==> src/rtl/encoder.sv <==
// -----------------------------------------------------------------------------
// encoder
//
// Registered N-to-log2(N) binary priority encoder. It converts the request
// vector I into the binary index of its highest-order set bit, plus a valid
// flag that separates "bit 0 set" from "nothing set". All outputs are
// registered, so there is no combinational path from I to any output.
//
// Parameters:
//   N  - request vector width, 2..256 (default 4)
//   W  - index width, fixed at $clog2(N); it cannot be overridden
//
// Ports:
//   CLK  in  1  clock; all state updates on the rising edge
//   RST  in  1  synchronous active-high reset; clears Y, V and ERR; beats EN
//   EN   in  1  capture enable; when low, the outputs hold
//   I    in  N  request vector; bit N-1 has the highest priority
//   Y    out W  registered index of the highest set bit of I (0 when I == 0)
//   V    out 1  registered valid; 1 when any bit of I was set at capture
//   ERR  out 1  registered multi-hot flag (present only with ENCODER_ERR_EN)
//
// Build option:
//   ENCODER_ERR_EN - when defined, adds the ERR port and its register.
//                    ERR is 1 when two or more bits of I were set at capture.
//
// Latency is one cycle: the I and EN sampled at edge t are visible after edge t.
// -----------------------------------------------------------------------------
module encoder #(
  parameter  int N = 4,
  localparam int W = $clog2(N)
) (
  input  logic         CLK,
  input  logic         RST,
  input  logic         EN,
  input  logic [N-1:0] I,
  output logic [W-1:0] Y,
`ifdef ENCODER_ERR_EN
  output logic         V,
  output logic         ERR
`else
  output logic         V
`endif
);

  logic [W-1:0] enc_y;
  logic         enc_v;

  // Ascending scan: a later (higher) set bit overwrites an earlier one, so
  // the last write wins and lands on the highest-order set bit. Only indices
  // 0..N-1 are ever written, so unused codes never appear when N is not a
  // power of two.
  always_comb begin
    enc_y = '0;
    for (int k = 0; k < N; k++) begin
      if (I[k]) enc_y = W'(k);
    end
    enc_v = |I;
  end

  always_ff @(posedge CLK) begin
    if (RST) begin
      Y <= '0;
      V <= 1'b0;
    end else if (EN) begin
      Y <= enc_y;
      V <= enc_v;
    end
  end

`ifdef ENCODER_ERR_EN
  logic enc_err;

  // Clearing the lowest set bit leaves something behind only when at least
  // two bits were set; this avoids building a full popcount.
  always_comb begin
    enc_err = |(I & (I - N'(1)));
  end

  always_ff @(posedge CLK) begin
    if (RST) begin
      ERR <= 1'b0;
    end else if (EN) begin
      ERR <= enc_err;
    end
  end
`endif

endmodule

==> config.mk <==
export PLATFORM = sky130hd
export DESIGN_NAME = encoder
export DESIGN_NICKNAME = d
export VERILOG_FILES = /design/src/rtl/encoder.sv
export SDC_FILE = /design/constraint.sdc
export NUM_CORES = 1
export LEC_CHECK = 0
export CAP_MARGIN = 20
export CORE_AREA = 8 8 45 47
export DETAILED_ROUTE_END_ITERATION = 10
export DIE_AREA = 0 0 53 55
export GPL_TIMING_DRIVEN = 0
export MAX_ROUTING_LAYER = met4
export PLACE_DENSITY = 0.3
export SYNTH_ARGS = -nofsm -noshare
export SYNTH_HDL_FRONTEND = slang
export SYNTH_SLANG_ARGS = --single-unit
==> constraint.sdc <==
create_clock -name CLK -period 1.47 [get_ports CLK]
set_input_delay 0.294 -clock CLK [delete_from_list [all_inputs] [get_ports CLK]]
set_output_delay 0.294 -clock CLK [all_outputs]
set_load 0.02 [all_outputs]
==> key figures <==
Status
  • Status: finished, final reports clean

Logic synthesis
  • Top cells by area, synth: dfxtp_1 (53%), nor2_1 (16%), a311oi_1 (15%)
  • Async SR Flop Fraction: 0%
  • Syn avg cell area: 8.76 um^2
  • Synth cell count leaders: nor2_1 (5), dfxtp_1 (3), a311oi_1 (2)
  • Post-synth top area cell: dfxtp_1
  • Seq/Total Area, Yosys: 52.7%
  • Yosys warnings: 0
  • Count of cell types in the netlist: 6
  • Main synth FF type: dfxtp_1
  • Post-Syn Nets: 20
  • Synth Register Bits: 3
  • Synthesized netlist cell count: 13
  • Post-Syn Area: 114 um^2
  • Most frequent cell after synthesis: nor2_1
  • Post-synth EDFFs: 0
  • Post-synth top area share: 52.7%

Detailed routing
  • Vias post-DR: 130
  • Drt pass-1 iters: 1
  • Total routed wirelength: 385 um
  • Routed wl met3: 68 um
  • WL per Instance: 9.17 um
  • Residual DRC count: 0
  • Final ANT Viol Nets: 0
  • Top routing layer used: met4
  • Wl on met1: 200 um
  • Vias per inst: 3.10
  • Met2 wire len: 98 um
  • Initial DRC Count: 0

Final layout
  • ANT cells: 0
  • Share of layout cells above drive strength 1: 11.5%
  • FF/Latch Area: 60.1 um^2
  • # nets final: 34
  • Filler cells: 151
  • Multi-input logic area: 50.0 um^2
  • Area growth syn-to-layout: 120%

Floorplan
  • Die W: 53 um
  • Die H: 55 um
  • Row count: 14
  • IO Count: 10
  • Core Region: 0.00138 mm^2
  • Starting Density: 8.23%
  • DIE AREA: 0.00292 mm^2

Power
  • Total power: 0.283 mW
  • Leak: 0.115 nW
  • Switching share of power: 23.7%
  • Reg power frac: 32.1%
  • Power per cell area: 1130 mW/mm^2
  • Worst VDD drop: 0.114 mV
  • Switch Pwr: 0.0671 mW
  • Internal Dissipation: 0.216 mW
  • Combinational Power Share: 16.3%
  • Clock power frac: 51.7%

Setup path
  • CP arrival: 0.89 ns
  • Crit path buf inv count: 1
  • Critical Path Fanout Max: 2
  • Slowest-stage cell, CP: dlygate4sd2_1
  • Worst EP required: 1.18 ns
  • WS Path Type: reg2out
  • Startpoint Class: flip-flop
  • CP top delay family: buffers and inverters
  • Crit path cell chain: dlygate4sd2_1
  • Max incr delay on CP: 0.34 ns
  • CP Capture Type: primary output

Clock tree
  • CTS tree: done
  • Root Driver: clkbuf_4
  • Num CTS Buffers: 3
  • Clk buf depth: 2
  • Clock transition at path regs: 0.04 ns
  • H-tree Lvls: 1
  • Sink Count: 3
  • Clock Latency Late Sink: 0.23 ns

Timing
  • Setup TNS: 0 ns
  • Fin crit share: 80.5%
  • Clock skew: 0 ns
  • Worst relative slew slack: 84.8%
  • Setup violations, final: 0
  • FMAX: 845 MHz
  • Max Slew Vio Count: 0
  • Slew of the pin with the lowest slew margin: 0.228 ns
  • RSZ-0062 raised after global routing: false
  • Fin crit period: 1.18 ns
  • Hold Violations, Final: 0

Global routing
  • Vias in the first global route: 143
  • Grt ovf: 0
  • Initial antenna violation count: 0
  • Tot GR Track Use: 3.21%
  • Largest net degree at the start of global routing: 7
  • First-pass GRT wire length: 552 um

Min path
  • Worst Hold Class: reg2reg

Run
  • Max-cap viol count: 0

Place
  • GP Congestion: 0.640
  • # port buffers: 9
power groups by stage:
stage / clock network [mW] / registers (mW) / logic [mW]
3_3_place_gp: 0 / 0.0921 / 0.0503
2_1_floorplan: 0 / 0.100 / 0.00892
3_5_place_dp: 0 / 0.0925 / 0.0498
6_report: 0.146 / 0.0908 / 0.0460
5_1_grt: 0.160 / 0.0918 / 0.0500
4_1_cts: 0.155 / 0.0910 / 0.0471
cell families after synthesis:
kind of cell / count (synthesis) / synth area share [%]
buffers and inverters: 1 / 3.29
AND/OR/NAND/NOR: 6 / 22.0
flip-flops: 3 / 52.7
AO/OA/AOI/OAI: 3 / 22.0
sequential cells by signal (all words and copies together) (netlist names):
name	flops
Y	2
V	1
through the flow:
step                std cells  setup WS (ns)  util, %  hold WS (ns)  cell area [um^2]
floorplan                  13          0.685        -         0.366               114
global placement           38          0.204     16.2         0.480               224
detailed placement         38          0.201     16.2         0.481               224
CTS                        42        0.00280     17.9         0.485               248
global route               42          0.244     18.1         0.513               250
finish                     42          0.287     18.1         0.478               250
timing repair:
item / in CTS / in global routing
setup buffers: 0 / 0
resized for setup: 2 / 1
endpoints found under the hold margin: 0 / 0
pin swaps: 0 / 0
hold buffers: 0 / 0
endpoints found under the setup margin: 2 / 1
area by class of cell:
cell class / count / share of cell area [%]
tap: 16 / 8.00
clock buffer: 4 / 10.5
sequential: 3 / 24.0
multi-input combinational: 9 / 20.0
timing repair buffer: 9 / 36.0
inverter: 1 / 1.50
path summary, 6_finish.rpt:
path	start	endpoint	slack [ns]	cells past startpoint
worst min register to register	Y[0]	Y[0]	0.48	2
worst max-delay path	V	V	0.29	1
worst max register to register	V	V	0.78	2
worst min-delay path	Y[0]	Y[0]	0.48	2
routing by layer:
layer	vias to the layer above	global-route usage, %
li1	71	-
met1	45	3.03
met2	12	2.73
met3	2	2.14
met4	0	6.47
met5	-	-
placed cells by master (no fill, tap or decap):
master and n:
clkdlybuf4s50_1 6, nor2_1 5, dfxtp_1 3, clkbuf_4 3, a311oi_1 2, dlygate4sd2_1 2, inv_1 1, nand2b_1 1
a211oi_1 1, clkbuf_1 1, dlymetal6s2s_1 1
(Power assumes the default switching activity.)
